[src/rtl/decode_scoreboard_ctrl_if.sv]
// Handshake and scoreboard signals between decode stage 1, decode stage 2 and writeback.
// The master drives stage-1/writeback/flush inputs; the slave is the scoreboard controller.
interface decode_scoreboard_ctrl_if;
  logic       d1_valid_i;
  logic [4:0] d1_rs1_i;
  logic [4:0] d1_rs2_i;
  logic [4:0] d1_rd_i;
  logic       d1_use_rs1_i;
  logic       d1_use_rs2_i;
  logic       d1_gr_we_i;
  logic       d1_ready_o;
  logic       d2_valid_o;
  logic       d2_ready_i;
  logic       wb_valid_i;
  logic       wb_we_i;
  logic [4:0] wb_rd_i;
  logic       flush_i;
  logic       busy_o;
  logic       err_o;

  modport master (
    output d1_valid_i, d1_rs1_i, d1_rs2_i, d1_rd_i, d1_use_rs1_i, d1_use_rs2_i, d1_gr_we_i,
    output d2_ready_i, wb_valid_i, wb_we_i, wb_rd_i, flush_i,
    input  d1_ready_o, d2_valid_o, busy_o, err_o
  );

  modport slave (
    input  d1_valid_i, d1_rs1_i, d1_rs2_i, d1_rd_i, d1_use_rs1_i, d1_use_rs2_i, d1_gr_we_i,
    input  d2_ready_i, wb_valid_i, wb_we_i, wb_rd_i, flush_i,
    output d1_ready_o, d2_valid_o, busy_o, err_o
  );
endinterface

[src/rtl/decode_scoreboard_ctrl.sv]
// Issue controller between decode stages: per-register pending-write counters block
// RAW hazards and saturation, and own the stage-1 to stage-2 valid/ready handshake.
module decode_scoreboard_ctrl #(
  parameter int CNT_W = 2
) (
  input  logic                   clk_i,
  input  logic                   rst_i,
  decode_scoreboard_ctrl_if.slave bus
);
  localparam logic [CNT_W-1:0] CNT_ZERO = {CNT_W{1'b0}};
  localparam logic [CNT_W-1:0] CNT_ONE  = CNT_W'(32'd1);
  localparam logic [CNT_W-1:0] CNT_MAX  = {CNT_W{1'b1}};

  // Entry 0 exists only so 5-bit indices stay in range; it is held at zero.
  logic [CNT_W-1:0] cnt_r [32];
  logic             d2_valid_r;
  logic             err_r;

  logic        rs1_haz_s;
  logic        rs2_haz_s;
  logic        sat_haz_s;
  logic        hazard_s;
  logic        ready_s;
  logic        fire_s;
  logic        inc_s;
  logic        dec_s;
  logic        busy_s;
  logic [31:0] inc_vec_s;
  logic [31:0] dec_vec_s;

  // Hazard detection, handshake and per-register update selects from pre-update counters.
  always_comb begin
    rs1_haz_s = bus.d1_use_rs1_i && (bus.d1_rs1_i != 5'd0) && (cnt_r[bus.d1_rs1_i] != CNT_ZERO);
    rs2_haz_s = bus.d1_use_rs2_i && (bus.d1_rs2_i != 5'd0) && (cnt_r[bus.d1_rs2_i] != CNT_ZERO);
    sat_haz_s = bus.d1_gr_we_i && (bus.d1_rd_i != 5'd0) && (cnt_r[bus.d1_rd_i] == CNT_MAX);
    hazard_s  = rs1_haz_s || rs2_haz_s || sat_haz_s;
    ready_s   = !rst_i && !bus.flush_i && !hazard_s && (!d2_valid_r || bus.d2_ready_i);
    fire_s    = bus.d1_valid_i && ready_s;
    inc_s     = fire_s && bus.d1_gr_we_i && (bus.d1_rd_i != 5'd0);
    dec_s     = bus.wb_valid_i && bus.wb_we_i && (bus.wb_rd_i != 5'd0);
    inc_vec_s = inc_s ? (32'd1 << bus.d1_rd_i) : 32'd0;
    dec_vec_s = dec_s ? (32'd1 << bus.wb_rd_i) : 32'd0;
  end

  // Busy whenever any tracked register still has a write in flight.
  always_comb begin
    busy_s = 1'b0;
    for (int i = 1; i < 32; i++) begin
      busy_s = busy_s | (cnt_r[i] != CNT_ZERO);
    end
  end

  // Counter, stage-2 valid and sticky error state.
  always_ff @(posedge clk_i) begin
    if (rst_i) begin
      for (int i = 0; i < 32; i++) begin
        cnt_r[i] <= CNT_ZERO;
      end
      d2_valid_r <= 1'b0;
      err_r      <= 1'b0;
    end else if (bus.flush_i) begin
      // Writeback in the flush cycle is dropped along with everything in flight.
      for (int i = 0; i < 32; i++) begin
        cnt_r[i] <= CNT_ZERO;
      end
      d2_valid_r <= 1'b0;
      err_r      <= err_r;
    end else begin
      cnt_r[0] <= CNT_ZERO;
      for (int i = 1; i < 32; i++) begin
        case ({inc_vec_s[i], dec_vec_s[i]})
          2'b10:   cnt_r[i] <= cnt_r[i] + CNT_ONE;
          2'b01:   cnt_r[i] <= (cnt_r[i] != CNT_ZERO) ? (cnt_r[i] - CNT_ONE) : CNT_ZERO;
          default: cnt_r[i] <= cnt_r[i];
        endcase
      end
      if (dec_s && (cnt_r[bus.wb_rd_i] == CNT_ZERO)) begin
        err_r <= 1'b1;
      end else begin
        err_r <= err_r;
      end
      if (fire_s) begin
        d2_valid_r <= 1'b1;
      end else if (bus.d2_ready_i) begin
        d2_valid_r <= 1'b0;
      end else begin
        d2_valid_r <= d2_valid_r;
      end
    end
  end

  assign bus.d1_ready_o = ready_s;
  assign bus.d2_valid_o = d2_valid_r;
  assign bus.busy_o     = busy_s;
  assign bus.err_o      = err_r;
endmodule

[src/flat_wrapper.sv]
// flat-port wrapper written by rule: the top's interface ports become plain ports
module decode_scoreboard_ctrl_flat 
#(
  parameter int CNT_W = 2
)
  (clk_i, rst_i, bus_d1_valid_i, bus_d1_rs1_i, bus_d1_rs2_i, bus_d1_rd_i, bus_d1_use_rs1_i, bus_d1_use_rs2_i, bus_d1_gr_we_i, bus_d2_ready_i, bus_wb_valid_i, bus_wb_we_i, bus_wb_rd_i, bus_flush_i, bus_d1_ready_o, bus_d2_valid_o, bus_busy_o, bus_err_o);
  decode_scoreboard_ctrl_if bus_i ();
  input  logic clk_i;
  input  logic rst_i;
  input wire logic [$bits(bus_i.d1_valid_i)-1:0] bus_d1_valid_i;
  input wire logic [$bits(bus_i.d1_rs1_i)-1:0] bus_d1_rs1_i;
  input wire logic [$bits(bus_i.d1_rs2_i)-1:0] bus_d1_rs2_i;
  input wire logic [$bits(bus_i.d1_rd_i)-1:0] bus_d1_rd_i;
  input wire logic [$bits(bus_i.d1_use_rs1_i)-1:0] bus_d1_use_rs1_i;
  input wire logic [$bits(bus_i.d1_use_rs2_i)-1:0] bus_d1_use_rs2_i;
  input wire logic [$bits(bus_i.d1_gr_we_i)-1:0] bus_d1_gr_we_i;
  input wire logic [$bits(bus_i.d2_ready_i)-1:0] bus_d2_ready_i;
  input wire logic [$bits(bus_i.wb_valid_i)-1:0] bus_wb_valid_i;
  input wire logic [$bits(bus_i.wb_we_i)-1:0] bus_wb_we_i;
  input wire logic [$bits(bus_i.wb_rd_i)-1:0] bus_wb_rd_i;
  input wire logic [$bits(bus_i.flush_i)-1:0] bus_flush_i;
  output wire logic [$bits(bus_i.d1_ready_o)-1:0] bus_d1_ready_o;
  output wire logic [$bits(bus_i.d2_valid_o)-1:0] bus_d2_valid_o;
  output wire logic [$bits(bus_i.busy_o)-1:0] bus_busy_o;
  output wire logic [$bits(bus_i.err_o)-1:0] bus_err_o;
  assign bus_i.d1_valid_i = bus_d1_valid_i;
  assign bus_i.d1_rs1_i = bus_d1_rs1_i;
  assign bus_i.d1_rs2_i = bus_d1_rs2_i;
  assign bus_i.d1_rd_i = bus_d1_rd_i;
  assign bus_i.d1_use_rs1_i = bus_d1_use_rs1_i;
  assign bus_i.d1_use_rs2_i = bus_d1_use_rs2_i;
  assign bus_i.d1_gr_we_i = bus_d1_gr_we_i;
  assign bus_i.d2_ready_i = bus_d2_ready_i;
  assign bus_i.wb_valid_i = bus_wb_valid_i;
  assign bus_i.wb_we_i = bus_wb_we_i;
  assign bus_i.wb_rd_i = bus_wb_rd_i;
  assign bus_i.flush_i = bus_flush_i;
  assign bus_d1_ready_o = bus_i.d1_ready_o;
  assign bus_d2_valid_o = bus_i.d2_valid_o;
  assign bus_busy_o = bus_i.busy_o;
  assign bus_err_o = bus_i.err_o;
  decode_scoreboard_ctrl #(.CNT_W(CNT_W)) u_core (.clk_i(clk_i), .rst_i(rst_i), .bus(bus_i));
endmodule
[config.mk]
export PLATFORM = sky130hd
export DESIGN_NAME = decode_scoreboard_ctrl_flat
export DESIGN_NICKNAME = d
export VERILOG_FILES = /design/src/rtl/decode_scoreboard_ctrl_if.sv /design/src/rtl/decode_scoreboard_ctrl.sv /design/src/flat_wrapper.sv
export SDC_FILE = /design/constraint.sdc
export NUM_CORES = 1
export LEC_CHECK = 0
export BUFFER_PORTS_ARGS = -buffer_cell sky130_fd_sc_hd__buf_2
export CORE_AREA = 8 8 166 168
export CTS_BUF_LIST = sky130_fd_sc_hd__clkbuf_4 sky130_fd_sc_hd__clkbuf_8
export CTS_CLUSTER_SIZE = 10
export DETAILED_ROUTE_END_ITERATION = 6
export DIE_AREA = 0 0 174 176
export HOLD_SLACK_MARGIN = 0.15
export PLACE_DENSITY = 0.44
export SLEW_MARGIN = 20
export SYNTH_ARGS = -nofsm -noshare
export SYNTH_HDL_FRONTEND = slang
export SYNTH_SLANG_ARGS = --single-unit
[constraint.sdc]
create_clock -name clk_i -period 5 [get_ports clk_i]
set_clock_uncertainty 0.2 [all_clocks]
set_input_delay 1.5 -clock clk_i [delete_from_list [all_inputs] [get_ports clk_i]]
set_output_delay 1.5 -clock clk_i [all_outputs]
set_load 0.02 [all_outputs]
# ---- After elaboration in Yosys (flattened, before gate mapping)
# Memory sizes are Yosys's and may differ from the RTL's.
# Cells that the tools add are included.
dict set report word_totals {
  romBits 0
  out_inout_bits 4
  register_bits 2
  mem_bits_rw 64
  latch_bits 0
  n_memories 1
}
dict set report op_classes {
  n_shift 2
  mux 541
  n_mul 0
  bitwise_logic 157
  eq_ne 63
  div_mod_pow 0
  n_reduce_logical 94
  magnitude_cmp 0
  add_sub_neg 62
}
# memory depth width rd rd_clocked_by_memory_dff write_ports line
set memory_table {}
lappend memory_table {u_core.cnt_r 32 2 35 0 32 decode_scoreboard_ctrl.sv:15} ;# logic [CNT_W-1:0] cnt_r [32];
# op n
set ops {}
lappend ops {{two-way mux 1 bit} 382}
lappend ops {{two-way mux 2 bit} 157}
lappend ops {{bitwise OR 1 bit} 156}
lappend ops {{nonzero test 2 bit} 34}
lappend ops {{equality test 2 bit, second input constant} 32}
lappend ops {{two-way mux 32 bit} 2}
lappend ops {{OR reduction 2 bit} 32}
lappend ops {{left shift 1 x 5 -> 32 bit, first input constant} 2}
lappend ops {{adder 2 x 1 -> 2 bit, second input constant} 31}
lappend ops {{equality test 2 x 1 -> 1 bit, second input constant} 31}
lappend ops {{subtractor 2 x 1 -> 2 bit, second input constant} 31}
lappend ops {{nonzero test 5 bit} 4}
lappend ops {{logical AND 1 bit} 15}
lappend ops {{zero test 1 bit} 4}
lappend ops {{logical OR 1 bit} 3}
lappend ops {{zero test 2 bit} 1}
lappend ops {{AND reduction 2 bit} 1}
lappend ops {{NOT 1 bit} 1}

# ---- Longest topological paths before layout
dict set report logic_depth {
  word_depth 31
  ltp_mapped 15
}

# ---- Worst setup path before layout
# OpenSTA, ideal clock, no wires.
dict set report synth_path {
  path_type {input to output}
  startpoint {input bus_d1_rd_i[1]}
  endpoint {output bus_d1_ready_o}
  arrival_ns 3.018
  stages 8
  path_slack_ns 0.282
  cell_sequence {buf_2 -> and4_1 -> or3_1 -> a311oi_1 -> nor4_1 -> a21oi_1 -> and4b_4 -> buf_4}
}
dict set report synth_via {
  elab_chain_len 7
  elab_cells_between_ends 9
  cone_classes {1 x eq/ne; 7 x reduce/logical; 1 x memory}
}
# element line
set synth_rtl {}
lappend synth_rtl {{start: declaration} flat_wrapper.sv:13} ;# input wire logic [$bits(bus_i.d1_rd_i)-1:0] bus_d1_rd_i;
lappend synth_rtl {{memory read (32 x 2 bit) / nonzero test 5 bit (equally long branches)} --}
lappend synth_rtl {{equality test 2 bit / logical AND 1 bit (equally long branches)} decode_scoreboard_ctrl.sv:35} ;# sat_haz_s = bus.d1_gr_we_i && (bus.d1_rd_i != 5'd0) && (cnt_r[bus.d1_rd_i] == CNT_MAX);
lappend synth_rtl {{logical AND 1 bit (*)} decode_scoreboard_ctrl.sv:35}
lappend synth_rtl {{logical OR 1 bit (*)} decode_scoreboard_ctrl.sv:36} ;# hazard_s = rs1_haz_s || rs2_haz_s || sat_haz_s;
lappend synth_rtl {{zero test 1 bit (*)} decode_scoreboard_ctrl.sv:37} ;# ready_s = !rst_i && !bus.flush_i && !hazard_s && (!d2_valid_r || bus.d2_ready_i);
lappend synth_rtl {{logical AND 1 bit (*) (2 in a row)} decode_scoreboard_ctrl.sv:37}
lappend synth_rtl {{end: declaration} flat_wrapper.sv:22} ;# output wire logic [$bits(bus_i.d1_ready_o)-1:0] bus_d1_ready_o;
# Every way passes the cells marked *; elsewhere a longest branch is shown, timed or not.

# ---- Final worst setup path
dict set report layout_path {
  startpoint {input bus_d1_rs1_i[0]}
  endpoint {output bus_d1_ready_o}
}
dict set report layout_via {
  elab_chain_len 8
  elab_cells_between_ends 10
  cone_classes {9 x reduce/logical; 1 x memory}
}
# element line
set layout_rtl {}
lappend layout_rtl {{start: declaration} flat_wrapper.sv:11} ;# input wire logic [$bits(bus_i.d1_rs1_i)-1:0] bus_d1_rs1_i;
lappend layout_rtl {{memory read (32 x 2 bit) / nonzero test 5 bit (equally long branches)} --}
lappend layout_rtl {{nonzero test 2 bit / logical AND 1 bit (equally long branches)} decode_scoreboard_ctrl.sv:33} ;# rs1_haz_s = bus.d1_use_rs1_i && (bus.d1_rs1_i != 5'd0) && (cnt_r[bus.d1_rs1_i] != CNT_ZERO);
lappend layout_rtl {{logical AND 1 bit (*)} decode_scoreboard_ctrl.sv:33}
lappend layout_rtl {{logical OR 1 bit (*) (2 in a row)} decode_scoreboard_ctrl.sv:36}
lappend layout_rtl {{zero test 1 bit (*)} decode_scoreboard_ctrl.sv:37}
lappend layout_rtl {{logical AND 1 bit (*) (2 in a row)} decode_scoreboard_ctrl.sv:37}
# Marked as above.

==> impl_metrics.ini <==
[synth]
synth_fp_nets = 1068
async_reset_ff_share_pct = 0
ys_seq_area_share_pct = 25.9
syn_area_mm2 = 0.00734
synth_edf_count = 62
synth_cells = 897
yosysTopAreaCellShare_pct = 25.4
synth_top_area_cell = edfxtp_1
yosys_warnings = 0
synth_area_leaders = edfxtp_1 25%, ha_1 24%, nor2_1 8.7%
syn_avg_cell_area_um2 = 8.18
ys_seq_elements = 64
synth_ff_type = edfxtp_1
synth_cell_type_count = 59

[pwr]
p_switching_w = 0.000518
intPower_w = 0.000951
peakVddDrop_mv = 0.0795
power_frac_seq_pct = 46.2
power_frac_comb_pct = 25.5
finalPower_w = 0.00147
powerDensity_mw_per_mm2 = 179
p_clk_share_pct = 28.2
p_leak_nw = 3.41
swShare_pct = 35.2

[clock_network]
htreeDepth = 3
cts_tree = done
clock-sinks = 64
postCtsHoldBufs = 0
cts_setup_buffers = 0
root_buffer = clkbuf_8
clk_pin_slew_ns = 0.07
cts_buffers = 9
cts_buffer_depth = 2
insertion_delay_ns = 0.37

[run]
max_cap_viol_count = 0

[routing]
vias = 6655
via_per_inst = 5.25
routed_wl_mm = 25.4
ant_nets = 0
wl_per_cell_um = 20.0
drc = 0
drtPass1Iterations = 6
drt-initial-drc-count = 583

[worst_setup_path]
worstRegToRegCells = 11
rrSetupSlack_ns = 1.14
critical_path_required_ns = 3.30
startpoint_type = primary input
worst_ep_arrival_time_ns = 3.23
crit_type = in2out
crit_fanout = 12
cp-end-kind = output port

[min_path]
hold_depth = 2
hold_path_class = reg2reg

[sta]
worst_pin_slew_ns = 0.860
setup-violations-final = 0
layout_min_cycle_time_ns = 4.93
slew_violations = 0
hold_viol = 0
rsz0062_at_grt = no
fmax_mhz = 203
final.period_utilization_pct = 98.6
slew_headroom_pct = 42.1
worst_slack_ns = 0.0712

[global_route]
grt_pass1_wl_mm = 38.4
grt_max_degree = 49
grt_pass1_vias = 6358
gr-total-overflow = 0
antenna_found_initial = 0
grt_use_total_pct = 16.4

[cells_and_area]
seq_area_mm2 = 0.00190
finish.net_count = 1105
areaGrowthSynthToFinish_pct = 11.8
drive_gt1_share_pct = 12.0
multi_input_area_mm2 = 0.00502
n_antenna_cell = 0
fillers = 2700

[placement]
port_buffers = 33
dp_slack_ns = -0.107
routabilityCongestion = 0.903
place_hpwl_mm = 20.3

[floorplan]
dieArea_mm2 = 0.0306
ioPinCount = 34
start_util_pct = 29.6
chipHeight_um = 176
fp.coreArea_mm2 = 0.0248
die_x_um = 174
rows = 58

[outcome]
status = finished clean
-- routing by layer --
layer  GRT usage (%)  part of all wire, %  up-vias
li1                -                    -     3213
met3            3.48                  6.6       38
met2            25.8                   45      189
met5               0                    0        -
met1            22.2                   46     3215
met4            5.45                  2.8        0
-- Yosys cell counts (3+ instances only) --
| cell type | instances |
|---|---|
| nor4b_1 | 3 |
| nand3_1 | 42 |
| or2_2 | 5 |
| o32ai_1 | 6 |
| o21ai_0 | 22 |
| mux4_2 | 11 |
| o311ai_0 | 3 |
| a311oi_1 | 8 |
| mux2i_1 | 14 |
| or2_1 | 4 |
| nand2b_1 | 9 |
| nor3b_1 | 22 |
| clkbuf_1 | 24 |
| inv_1 | 81 |
| a211oi_1 | 5 |
| o31ai_1 | 5 |
| buf_2 | 5 |
| and2_1 | 5 |
| a31oi_1 | 4 |
| and3_1 | 18 |
| o22ai_1 | 3 |
| nor2b_1 | 6 |
| edfxtp_1 | 62 |
| nand4_1 | 10 |
| nor2_1 | 171 |
| nand2_1 | 74 |
| nor3_1 | 27 |
| nor4_1 | 7 |
| ha_1 | 141 |
| buf_6 | 4 |
| a21oi_1 | 62 |
-- worst paths after layout --
path                                                    startpoint                                 end
worst min register to register  u_core.bus.d2_valid_o$_SDFFE_PP0P_  u_core.bus.d2_valid_o$_SDFFE_PP0P_
worst max register to register   u_core.cnt_r[31][1]$_SDFFCE_PP0P_    u_core.cnt_r[1][0]$_SDFFCE_PP0P_
worst min-delay path            u_core.bus.d2_valid_o$_SDFFE_PP0P_  u_core.bus.d2_valid_o$_SDFFE_PP0P_
worst max-delay path                               bus_d1_rs1_i[0]                      bus_d1_ready_o
-- power by group through the flow --
| stage | sequential (W) | combinational (W) | clock [W] |
|---|---|---|---|
| floorplan | 0.000669 | 0.000232 | 0 |
| global placement | 0.000692 | 0.000365 | 0 |
| detailed placement | 0.000691 | 0.000362 | 0 |
| CTS | 0.000679 | 0.000367 | 0.000434 |
| global route | 0.000686 | 0.000415 | 0.000455 |
| finish | 0.000679 | 0.000375 | 0.000415 |
-- cell usage in the layout (no fill, tap or decap), drive strengths merged, types with 6 or more instances in the layout --
| cell type | count |
|---|---|
| mux4 | 11 |
| nor4 | 7 |
| a311oi | 8 |
| nor2 | 171 |
| mux2i | 14 |
| inv | 80 |
| or2 | 9 |
| nor2b | 6 |
| nand3 | 42 |
| o21ai | 24 |
| edfxtp | 62 |
| nor3b | 22 |
| nand4 | 10 |
| and3 | 18 |
| buf | 62 |
| a21oi | 62 |
| o32ai | 6 |
| clkbuf | 12 |
| nand2b | 9 |
| nand2 | 74 |
| nor3 | 27 |
| ha | 141 |
-- logic make-up (layout without fill, tap and decap cells) --
logic type,Yosys count,in the layout,share of synthesized area [%]
buffers and inverters,118,159,6.63
adder cells (fa/ha/maj),141,141,24.0
flip-flops,64,64,25.9
AO/OA/AOI/OAI,138,138,11.8
AND/OR/NAND/NOR,410,410,26.2
multiplexers,26,26,5.44
-- through the flow --
| stage | area, um^2 | utilization (%) | setup TNS (ns) | cells | hold slack (ns) |
|---|---|---|---|---|---|
| CTS | 8140 | 32.8 | 0 | 1268 | 0.349 |
| global placement | 7960 | 32.1 | -0.103 | 1253 | 0.349 |
| finish | 8210 | 33.1 | 0 | 1268 | 0.332 |
| floorplan | 7340 | - | 0 | 897 | 0.381 |
| global route | 8210 | 33.1 | 0 | 1268 | 0.361 |
| detailed placement | 7960 | 32.1 | -0.107 | 1253 | 0.331 |
-- critical path, stage by stage --
cell and delay, ns:
buf_4 0.19, mux4_2 0.53, a22o_1 0.23, nor4_2 0.18
buf_4 0.16, a21oi_2 0.03, and4b_4 0.23, buf_4 0.16
-- timing repair --
item                                    4_1_cts  5_1_grt
resized for setup                             4       15
pin swaps                                     0        5
endpoints found under the setup margin        1        1
-- registers in the layout, summed over array words and instances (netlist names) --
register               cells
u_core.bus.err_o           1
u_core.bus.d2_valid_o      1
u_core.cnt_r              62
-- layout make-up --
type                       count  area share (%)
tap                          330            5.03
timing repair buffer          63            4.93
multi-input combinational    715            61.1
clock buffer                  11            1.69
sequential                    64            23.2
clock inverter                 4           0.274
inverter                      81            3.75
(Power assumes the default switching activity.)
